==> config.mk <==
export PLATFORM = sky130hd
export DESIGN_NAME = dram_fifo_mc
export DESIGN_NICKNAME = d
export VERILOG_FILES = /design/src/rtl/dram_fifo_mc.sv
export SDC_FILE = /design/constraint.sdc
export NUM_CORES = 1
export LEC_CHECK = 0
export ABC_AREA = 0
export CAP_MARGIN = 10
export CELL_PAD_IN_SITES_DETAIL_PLACEMENT = 1
export CELL_PAD_IN_SITES_GLOBAL_PLACEMENT = 1
export CORE_AREA = 5 5 290 292
export CTS_BUF_LIST = sky130_fd_sc_hd__clkbuf_4 sky130_fd_sc_hd__clkbuf_8
export DETAILED_ROUTE_END_ITERATION = 10
export DIE_AREA = 0 0 295 297
export GPL_ROUTABILITY_DRIVEN = 0
export PLACE_DENSITY = 0.83
export SLEW_MARGIN = 10
export SYNTH_ARGS = -nofsm -noshare
export SYNTH_HDL_FRONTEND = slang
export SYNTH_SLANG_ARGS = --single-unit
==> constraint.sdc <==
create_clock -name uiclk -period 14.3 [get_ports uiclk]
set_clock_uncertainty 0.05 [all_clocks]
set_input_delay 4.29 -clock uiclk [delete_from_list [all_inputs] [get_ports uiclk]]
set_output_delay 4.29 -clock uiclk [all_outputs]
set_load 0.01 [all_outputs]
==> src/rtl/dram_fifo_mc.sv <==
// dram_fifo_mc: turns one MIG 7-series app port into N_CH ring-buffer FIFOs with round-robin bursts.
// Optional macro DRAM_FIFO_MC_STATUS_EN enables live status[7:1] and the sticky tag error flags.
module dram_fifo_mc #(
  parameter int N_CH      = 2,
  parameter int DATA_W    = 128,
  parameter int ADDR_W    = 24,
  parameter int REGION_W  = 23,
  parameter int BURST_MAX = 128,
  parameter int BURST_MIN = 32,
  parameter int PEND_MAX  = 31
) (
  input  logic                           uiclk,
  input  logic                           reset_n,
  input  logic                           init_calib_complete,
  input  logic [N_CH-1:0]                infifo_empty,
  input  logic [N_CH-1:0]                infifo_almost_empty,
  input  logic [N_CH*DATA_W-1:0]         infifo_do,
  output logic [N_CH-1:0]                infifo_rden,
  input  logic [N_CH-1:0]                outfifo_almost_full,
  output logic [N_CH-1:0]                outfifo_wren,
  output logic [DATA_W-1:0]              outfifo_di,
  output logic [ADDR_W-1:0]              app_addr,
  output logic [2:0]                     app_cmd,
  output logic                           app_en,
  input  logic                           app_rdy,
  output logic [DATA_W-1:0]              app_wdf_data,
  output logic                           app_wdf_wren,
  output logic                           app_wdf_end,
  input  logic                           app_wdf_rdy,
  input  logic [DATA_W-1:0]              app_rd_data,
  input  logic                           app_rd_data_valid,
  output logic [N_CH*(REGION_W+1)-1:0]   mem_fill,
  output logic [7:0]                     status
);
  localparam int CH_W   = (N_CH > 1) ? $clog2(N_CH) : 1;
  localparam int FW     = REGION_W + 1;
  localparam int CNT_W  = $clog2(BURST_MAX + 1);
  localparam int TAG_AW = $clog2(PEND_MAX + 1);
  localparam int PW     = TAG_AW + 1;
  localparam logic [FW-1:0]    REGION_WORDS = {1'b1, {REGION_W{1'b0}}};
  localparam logic [FW-1:0]    BMIN_L       = FW'(BURST_MIN);
  localparam logic [CNT_W-1:0] BMAX_L       = CNT_W'(BURST_MAX);
  localparam logic [PW-1:0]    PMAX_L       = PW'(PEND_MAX);
  localparam logic [PW-1:0]    TAG_DEPTH    = {1'b1, {TAG_AW{1'b0}}};
  localparam logic [CH_W-1:0]  LAST_CH      = CH_W'(N_CH - 1);

  typedef enum logic [1:0] {IDLE, WRITE, READ} state_t;
  state_t state, state_nx;

  logic [REGION_W-1:0] wr_ptr [N_CH];
  logic [REGION_W-1:0] rd_ptr [N_CH];
  logic [FW-1:0]       fill   [N_CH];
  logic [CH_W-1:0]     cur, rr, pick;
  logic [CNT_W-1:0]    cnt;
  logic                pick_vld, pick_rd;
  logic [N_CH-1:0]     rd_ok, wr_ok;

  logic [CH_W-1:0]     tag_mem [2**TAG_AW];
  logic [TAG_AW-1:0]   tag_wp, tag_rp;
  logic [PW-1:0]       pending;

  logic                cmd_free, wdf_free, wr_go, rd_go, tag_push, tag_pop;
  logic [FW-1:0]       cur_fill, cur_free;

  assign cmd_free    = !app_en || app_rdy;
  assign wdf_free    = !app_wdf_wren || app_wdf_rdy;
  assign cur_fill    = fill[cur];
  assign cur_free    = REGION_WORDS - cur_fill;
  assign app_wdf_end = app_wdf_wren;

  always_comb begin
    for (int unsigned c = 0; c < N_CH; c++) begin
      rd_ok[c] = (fill[c] != '0) && !outfifo_almost_full[c] && (pending < PMAX_L);
      wr_ok[c] = !infifo_almost_empty[c] && ((REGION_WORDS - fill[c]) >= BMIN_L);
    end
  end

  // Scan starts one past the last-served channel; a read on a channel beats a write on it.
  always_comb begin
    logic [CH_W-1:0] c;
    c        = rr;
    pick     = rr;
    pick_vld = 1'b0;
    pick_rd  = 1'b0;
    for (int unsigned i = 0; i < N_CH; i++) begin
      c = (c == LAST_CH) ? '0 : c + 1'b1;
      if (!pick_vld && (rd_ok[c] || wr_ok[c])) begin
        pick     = c;
        pick_vld = 1'b1;
        pick_rd  = rd_ok[c];
      end
    end
  end

  assign wr_go = init_calib_complete && (state == WRITE) && cmd_free && wdf_free &&
                 !infifo_empty[cur] && (cur_free != '0) && (cnt != BMAX_L);
  assign rd_go = init_calib_complete && (state == READ) && cmd_free && (cur_fill != '0) &&
                 !outfifo_almost_full[cur] && (pending < PMAX_L) && (cnt != BMAX_L);

  always_comb begin
    state_nx = state;
    case (state)
      IDLE:    if (pick_vld) state_nx = pick_rd ? READ : WRITE;
      WRITE:   if ((cnt == BMAX_L) || infifo_empty[cur] || (cur_free == '0)) state_nx = IDLE;
      READ:    if ((cnt == BMAX_L) || (cur_fill == '0) || outfifo_almost_full[cur] ||
                   (pending >= PMAX_L)) state_nx = IDLE;
      default: state_nx = IDLE;
    endcase
  end

  always_comb begin
    infifo_rden = '0;
    if (wr_go) infifo_rden[cur] = 1'b1;
  end

  always_ff @(posedge uiclk or negedge reset_n) begin
    if (!reset_n) begin
      state <= IDLE;
      cur   <= '0;
      rr    <= LAST_CH;
      cnt   <= '0;
      for (int unsigned c = 0; c < N_CH; c++) begin
        wr_ptr[c] <= '0;
        rd_ptr[c] <= '0;
        fill[c]   <= '0;
      end
    end else if (!init_calib_complete) begin
      state <= IDLE;
      cur   <= '0;
      rr    <= LAST_CH;
      cnt   <= '0;
      for (int unsigned c = 0; c < N_CH; c++) begin
        wr_ptr[c] <= '0;
        rd_ptr[c] <= '0;
        fill[c]   <= '0;
      end
    end else begin
      state <= state_nx;
      if ((state == IDLE) && pick_vld) begin
        cur <= pick;
        rr  <= pick;
        cnt <= '0;
      end else if (wr_go || rd_go) begin
        cnt <= cnt + 1'b1;
      end
      if (wr_go) begin
        wr_ptr[cur] <= wr_ptr[cur] + 1'b1;
        fill[cur]   <= fill[cur] + 1'b1;
      end else if (rd_go) begin
        rd_ptr[cur] <= rd_ptr[cur] + 1'b1;
        fill[cur]   <= fill[cur] - 1'b1;
      end
    end
  end

  // Command and write-data registers hold their contents until the MIG accepts them.
  always_ff @(posedge uiclk or negedge reset_n) begin
    if (!reset_n) begin
      app_en       <= 1'b0;
      app_addr     <= '0;
      app_cmd      <= '0;
      app_wdf_wren <= 1'b0;
      app_wdf_data <= '0;
    end else if (!init_calib_complete) begin
      app_en       <= 1'b0;
      app_addr     <= '0;
      app_cmd      <= '0;
      app_wdf_wren <= 1'b0;
      app_wdf_data <= '0;
    end else begin
      if (wr_go || rd_go) begin
        app_en   <= 1'b1;
        app_addr <= ADDR_W'({cur, (wr_go ? wr_ptr[cur] : rd_ptr[cur])});
        app_cmd  <= wr_go ? 3'b000 : 3'b001;
      end else if (app_en && app_rdy) begin
        app_en <= 1'b0;
      end
      if (wr_go) begin
        app_wdf_wren <= 1'b1;
        app_wdf_data <= infifo_do[cur*DATA_W +: DATA_W];
      end else if (app_wdf_wren && app_wdf_rdy) begin
        app_wdf_wren <= 1'b0;
      end
    end
  end

  assign tag_push = rd_go && (pending != TAG_DEPTH);
  assign tag_pop  = app_rd_data_valid && (pending != '0);

  always_ff @(posedge uiclk) begin
    if (tag_push) tag_mem[tag_wp] <= cur;
  end

  always_ff @(posedge uiclk or negedge reset_n) begin
    if (!reset_n) begin
      tag_wp       <= '0;
      tag_rp       <= '0;
      pending      <= '0;
      outfifo_wren <= '0;
      outfifo_di   <= '0;
    end else if (!init_calib_complete) begin
      tag_wp       <= '0;
      tag_rp       <= '0;
      pending      <= '0;
      outfifo_wren <= '0;
      outfifo_di   <= '0;
    end else begin
      if (tag_push) tag_wp <= tag_wp + 1'b1;
      if (tag_pop)  tag_rp <= tag_rp + 1'b1;
      pending      <= pending + PW'(tag_push) - PW'(tag_pop);
      outfifo_wren <= '0;
      if (tag_pop) begin
        outfifo_wren[tag_mem[tag_rp]] <= 1'b1;
        outfifo_di                    <= app_rd_data;
      end
    end
  end

  for (genvar g = 0; g < N_CH; g++) begin : g_fill
    assign mem_fill[g*FW +: FW] = fill[g];
  end

`ifdef DRAM_FIFO_MC_STATUS_EN
  logic err_under, err_over;

  always_ff @(posedge uiclk or negedge reset_n) begin
    if (!reset_n) begin
      err_under <= 1'b0;
      err_over  <= 1'b0;
    end else if (!init_calib_complete) begin
      err_under <= 1'b0;
      err_over  <= 1'b0;
    end else begin
      if (app_rd_data_valid && (pending == '0)) err_under <= 1'b1;
      if (rd_go && (pending == TAG_DEPTH))      err_over  <= 1'b1;
    end
  end

  assign status = {3'(cur), err_over, err_under, (state == READ), (state == WRITE),
                   init_calib_complete};
`else
  assign status = {7'b0, init_calib_complete};
`endif

endmodule

==> summary.md, run 1 <==
| Metric | Value |
|---|---|
| Slowest cell delay on critical path | around 800 ps |
| CP Cell Sequence | clkdlybuf4s50_1, mux2_2, nor4b_1, and2_1, nand3_1, buf_4, inv_2, clkdlybuf4s50_1 |
| Register area share after synthesis | 48.5% |
| Largest net degree at the start of global routing | 157 |
| Buffers on Ports | 732 |
| Vias in the first global route | around 25k |
| Worst-Skew Late Latency | a little under 700 ps |
| CTS buffer count | between 80 and 90 |
| Wire length per cell | approximately 23 um |
| Critical Path Stages | 8 |
| Post-Synthesis Cells | around 2.7k |
| Register-to-Register Path Depth | 12 |
| Setup TNS Final | 0 ps |
| Post-DRT Antenna Nets | 0 |
| Area share of the largest cell type after synthesis | 44.6% |
| Slowest CP cell | and2_1 |
| Count of different cell masters after synthesis | 95 |
| R2r setup slk | between 8000 and 9000 ps |
| Worst setup EP type | output pin |
| WP data arrival | about 8000 ps |
| Worst slew pin tran | 1220 ps |
| Start of the worst register-to-register path | cur |
| Pwr Density | 141 nW/um^2 |
| Buffer depth of the longest clock path | 3 |
| Ports | 742 |
| Async SR Flop Fraction | 93.4% |
| Leak pwr | 13.7 nW |
| CP bufs+invs | 4 |
| Clock edge transition at the registers on the reported setup and hold paths | 60 ps |
| Initial antenna violation count | 16 |
| Syn_area_per_cell | 9.47 um^2 |
| Via count | 23.8k |
| Top FF cell, synth | dfrtp_1 |
| Final Max Tran Viols | 0 |
| VDD IR-drop max | 71.5 uV |
| Fill count | 9,208 |
| Die ar. | between 80,000 and 90,000 um^2 |
| Crit Reg-Reg Endpoint | app_wdf_data[105] |
| First-pass DRT Iterations | 5 |
| Critical path's top delay family | buffers and inverters |
| Synth area leader | dfrtp_1 |
| Iter 0 DRT Violations | around 1.5k |
| CP startpoint | infifo_empty[1] |
| Ys Warns | 0 |
| Critical Path Sink | infifo_rden[1] |
| Vias per inst | 5.32 |
| Post-DP HPWL | about 74,000 um |
| Post-CTS sizing | 0 |
| Area of placed instances | 33,400 um^2 |
| Slew headroom | 18.5% |
| Remaining DRCs | 0 |
| Yosys reg bits | 485 |
| Mapped cell area | 25,300 um^2 |
| RSZ-0062 raised after global routing | false |
| Num Clock Sinks | 485 |
| Setup Buffers After CTS | 0 |
| Period utilization | 84.8% |
| Pre-CTS setup slack | 2320 ps |
| Core Box Area | 81,300 um^2 |
| Fmax | 82.4 MHz |
| Grt ovf | 0 |
| Fin. Hold Viols | 0 |
| Share of layout cells above drive strength 1 | 7.52% |
| First-pass GRT wire length | between 150,000 and 200,000 um |
| Setup Viol. Count Final | 0 |
| Post-Route WL | about 100,000 um |
| Most numerous cell in the Yosys netlist | dfrtp_1 |
| Die W | 295 um |
| CTS tree | built |
| Clock root buffer | clkbuf_8 |
| Starting density of the core | just over 30% |
| GRT Util Overall | approximately 22% |
| Post-synth EDFFs | 32 |
| Final-stage net count | 3,749 |
| Most used cell, CP | clkdlybuf4s50_1 |
| Rows | 105 |
| Critical Path Source Type | primary input |
| Die Y | 297 um |
| Top cells by count, synth | dfrtp_1, nand2_1, nor2_1, a21oi_1, mux2i_1 |
| Design Area, Final | around 35,000 um^2 |
| Max-Cap Viols | 0 |
| Synthesis-to-layout area growth | 39.3% |
| Critical path type | in -> out |
| Fin crit period | 12,130 ps |
| Main area contributors after synthesis | dfrtp_1, mux2i_1, nand2_1 |
| H-tree lvl count | 3 |
| Crit-path max FO | 38 |
| Hold Crit Class | reg -> reg |
| Critical path required time | 9960 ps |
| Status | finished clean |
| Cts hold-fix bufs | 0 |
| Final WS setup | 2170 ps |
## kinds of logic (layout without fill, tap and decap cells)
logic type      after synthesis  after routing  share of synthesized area [%]
compound gates              626            626                           16.1
xor+xnor                     68             68                           2.35
fa+ha+maj                    23             23                           1.17
buf+inv                     260            970                           4.35
flops                       485            485                           48.5
mux                         230            230                           9.68
other cells                   1             22                         0.0148
simple gates                981            981                           17.8
## layer usage
layer  global-route usage (%)  up-vias  part of all wire [%]
met5                        0        -                 0.026
met4                     8.04        4                   3.6
met3                     5.73      205                   7.8
met2                     36.8      870                    48
met1                     27.8    11900                    41
li1                         -    10800                     -
## registers in the layout, indices dropped and copies added (netlist names)
signal        count
app_addr         24
app_cmd           1
app_en            1
app_wdf_data    128
app_wdf_end       1
cnt               8
cur               1
mem_fill         48
outfifo_di      128
outfifo_wren      2
pending           6
rd_ptr           46
rr                1
state             2
tag_mem          32
tag_rp            5
tag_wp            5
wr_ptr           46
## through the flow
| stage | hold slack (ps) | power [mW] | utilization [%] | instances |
|---|---|---|---|---|
| after global placement | 404 | 3.54 | 41.1 | 4309 |
| after floorplan | 393 | 2.80 | - | 2682 |
| after detailed placement | 419 | 3.60 | 41.1 | 4309 |
| after global routing | 459 | 5.25 | 43.4 | 4471 |
| after CTS | 427 | 5.02 | 43.4 | 4462 |
| final | 424 | 4.97 | 43.4 | 4475 |
## where the power goes
part           total (mW)  internal (mW)  leakage [nW]  switching [mW]
clock network        1.38          0.776         0.968           0.604
registers            1.69           1.54          6.51           0.149
logic                1.90          0.812          6.24            1.08
## how the worst min path moves through the flow
stage	from	endpoint	cells after the start
after floorplan	wr_ptr[40]	wr_ptr[40]	1
after global placement	wr_ptr[29]	wr_ptr[29]	1
after detailed placement	wr_ptr[34]	wr_ptr[34]	1
after CTS	wr_ptr[34]	wr_ptr[34]	1
after global routing	wr_ptr[40]	wr_ptr[40]	1
final	wr_ptr[34]	wr_ptr[34]	1
## cell usage in the layout (no fill, tap or decap), types with 30 or more instances in the layout
cell type / count
xor2_1: 31
clkbuf_8: 108
buf_4: 35
nand3_1: 47
dfrtp_1: 451
a211oi_1: 134
clkbuf_4: 30
mux2i_1: 204
nor3_1: 32
o21ai_0: 97
xnor2_1: 37
nor4_1: 30
edfxtp_1: 32
inv_1: 44
nor2_1: 261
nand2_1: 416
a21oi_1: 224
clkdlybuf4s50_1: 730
## area by class of cell
type / count / area, um^2 / area share [%]
well taps: 1070 / 1340 / 3.79
clock buffers: 138 / 1710 / 4.85
clock inverters: 15 / 119 / 0.337
flip-flops and latches: 485 / 12300 / 34.9
repair buffers: 768 / 7610 / 21.6
diodes: 13 / 32.5 / 0.0922
inverters: 49 / 194 / 0.549
multi-input cells: 1937 / 12000 / 34.0
Power figures use the tool's default switching activity.
==> run 2, diff against run 1 <==
Settings changed: CORE_AREA 5 5 290 292 to unset, CORE_MARGIN set to 5, CORE_UTILIZATION set to 33, DIE_AREA 0 0 295 297 to unset, PLACE_DENSITY 0.83 to 0.89.
Clock period 14.3 ns to 10.3 ns, I/O delays scaled along.
==> run 2 against run 1 <==
Wire length is 1.3% higher. Count of clock-buffer cells in the layout is 5 higher. Design area is 0.19% higher. Die area is 5.9% lower. First-iteration DRC count is 2.4% higher. Via count is 1.7% higher. Register-to-register slack worse by 3900 ps. Critical path type is now reg -> out.
==> summary.md, run 2 (synthesized netlist as in run 1, its figures left out) <==
| Metric | Value |
|---|---|
| Status | finished clean |
| Fin crit period | 9040 ps |
| Buffers on Ports | 732 (unchanged) |
| Worst-Skew Late Latency | 680 ps (about the same) |
| Final Max Tran Viols | 0 (unchanged) |
| VDD IR-drop max | 104 uV (+46%) |
| Post-DRT Antenna Nets | 0 (unchanged) |
| First-pass DRT Iterations | 5 (unchanged) |
| CTS tree | built |
| Setup Viol. Count Final | 0 (unchanged) |
| Buffer depth of the longest clock path | 3 (unchanged) |
| Starting density of the core | 33.3% (+2.1 points) |
| Vias in the first global route | 25.9k (+4.9%) |
| RSZ-0062 raised after global routing | false |
| GRT Util Overall | 23.8% (+1.7 points) |
| Setup Buffers After CTS | 0 (unchanged) |
| Post-CTS sizing | 0 (unchanged) |
| Commonest non-fill, non-tap cell in the layout | clkdlybuf4s50_1 |
| Grt ovf | 0 (unchanged) |
| Vias per inst | 5.45 (+2.4%) |
| Initial antenna violation count | 23 (+7) |
| Fmax | between 100 and 150 MHz |
| Share of layout cells above drive strength 1 | 7.78% (+0.26 points) |
| Period utilization | 87.7% |
| Num Clock Sinks | 485 (unchanged) |
| Post-Route WL | 104,000 um (+1.3%) |
| Clock edge transition at the registers on the reported setup and hold paths | 60 ps (about the same) |
| Finished Layout Cells | 4,443 (-0.72%) |
| Via count | 24.2k (+1.7%) |
| Most frequent cells in the layout | clkdlybuf4s50_1, dfrtp_1, nand2_1, nor2_1, a21oi_1 |
| Iter 0 DRT Violations | 1,488 (+2.4%) |
| CTS buffer count | 89 (unchanged) |
| Pwr Density | 198 nW/um^2 (+40%) |
| Die Y | 287 um (-3.3%) |
| Crit-path max FO | 52 (+37%) |
| Worst slew pin tran | 1270 ps (+53.7 ps) |
| Synthesis-to-layout area growth | 39.6% |
| Remaining DRCs | 0 (unchanged) |
| Largest net degree at the start of global routing | 199 (+27%) |
| Worst setup EP type | output pin |
| Fill count | 8,602 (-6.6%) |
| Clock root buffer | clkbuf_8 |
| Critical path type | reg -> out |
| H-tree lvl count | 3 (unchanged) |
| Leak pwr | 13.8 nW (+0.44%) |
| Die W | 287 um (-2.7%) |
| Critical path required time | 7160 ps (-2800 ps) |
| Fin. Hold Viols | 0 (unchanged) |
| Setup TNS Final | 0 ps (unchanged) |
| Hold Crit Class | reg -> reg |
| Final-stage net count | 3,747 (-0.053%) |
| Post-DP HPWL | 73,800 um (+0.39%) |
| Ports | 742 (unchanged) |
| Die ar. | 82,400 um^2 (-5.9%) |
| Critical Path Source Type | register |
| Wire length per cell | 23.4 um (+2.0%) |
| Rows | 101 (-3.8%) |
| Slew headroom | 14.8% (-3.7 points) |
| Max-Cap Viols | 0 (unchanged) |
| Placed Cells | 4,267 (-0.97%) |
| First-pass GRT wire length | 156,000 um (+2.0%) |
| Core Box Area | 76,100 um^2 (-6.5%) |
| Cts hold-fix bufs | 0 (unchanged) |
| WP data arrival | 5900 ps (-1890 ps) |
[run 2: cell types whose count changed in the layout (fill, tap and decap cells not counted), sizes merged]
cell,change
clkbuf,+5
diode,+5
buf,-2
[run 2: power by group]
group | internal (mW) | switching [mW] | total (mW)
registers | 2.14 | 0.205 | 2.35
logic | 1.13 | 1.51 | 2.64
clock network | 1.13 | 0.867 | 2.00
[run 2: worst max-delay path, stage by stage (launching register included)]
cell             delay, ps
dfrtp_4                810
buf_4                  610
or4b_2                 690
a222oi_1               470
and4_1                 330
mux2i_1                220
nand3b_1               160
or4b_1                 900
nand3_1                330
inv_2                  160
clkdlybuf4s50_1        510
[run 2: worst paths after layout]
path | from | endpoint | slack [ps] | cells past startpoint
worst min-delay path | wr_ptr[29] | wr_ptr[29] | 410 | 1
worst max-delay path | cur | infifo_rden[1] | 1260 | 10
max in group asynchronous | reset_n | outfifo_di[81] | 6290 | 2
worst max register to register | cur | mem_fill[23] | 4090 | 10
min in group asynchronous | reset_n | wr_ptr[35] | 2420 | 1
worst min register to register | wr_ptr[29] | wr_ptr[29] | 410 | 1
[run 2: routing by layer]
metal	routed length (um)	vias up	global-route usage, %
li1	-	10900	-
met4	5190	12	10.7
met5	82	-	0
met3	9350	280	7.72
met1	39000	12100	27.6
met2	50200	984	40.3
[run 2: layout make-up]
cell class	instances	area (um^2)	share of cell area (%)
diodes	18	45.0	0.127
clock buffers	143	1800	5.09
clock inverters	15	126	0.357
inverters	49	194	0.548
multi-input cells	1937	12000	33.9
flip-flops and latches	485	12300	34.8
well taps	1030	1290	3.64
repair buffers	766	7620	21.5
[run 2: metrics by stage]
step / utilization, % / instance area, um^2 / hold slack [ps] / power [mW] / worst slack (ps)
4_1_cts: 46.4 / 35300 / 417 / 7.04 / 1270
3_5_place_dp: 43.9 / 33400 / 408 / 4.98 / 1380
3_3_place_gp: 43.9 / 33400 / 400 / 4.89 / 1400
6_report: 46.5 / 35400 / 414 / 6.99 / 1260
2_1_floorplan: - / 25400 / 393 / 3.89 / 1970
5_1_grt: 46.5 / 35400 / 439 / 7.37 / 912
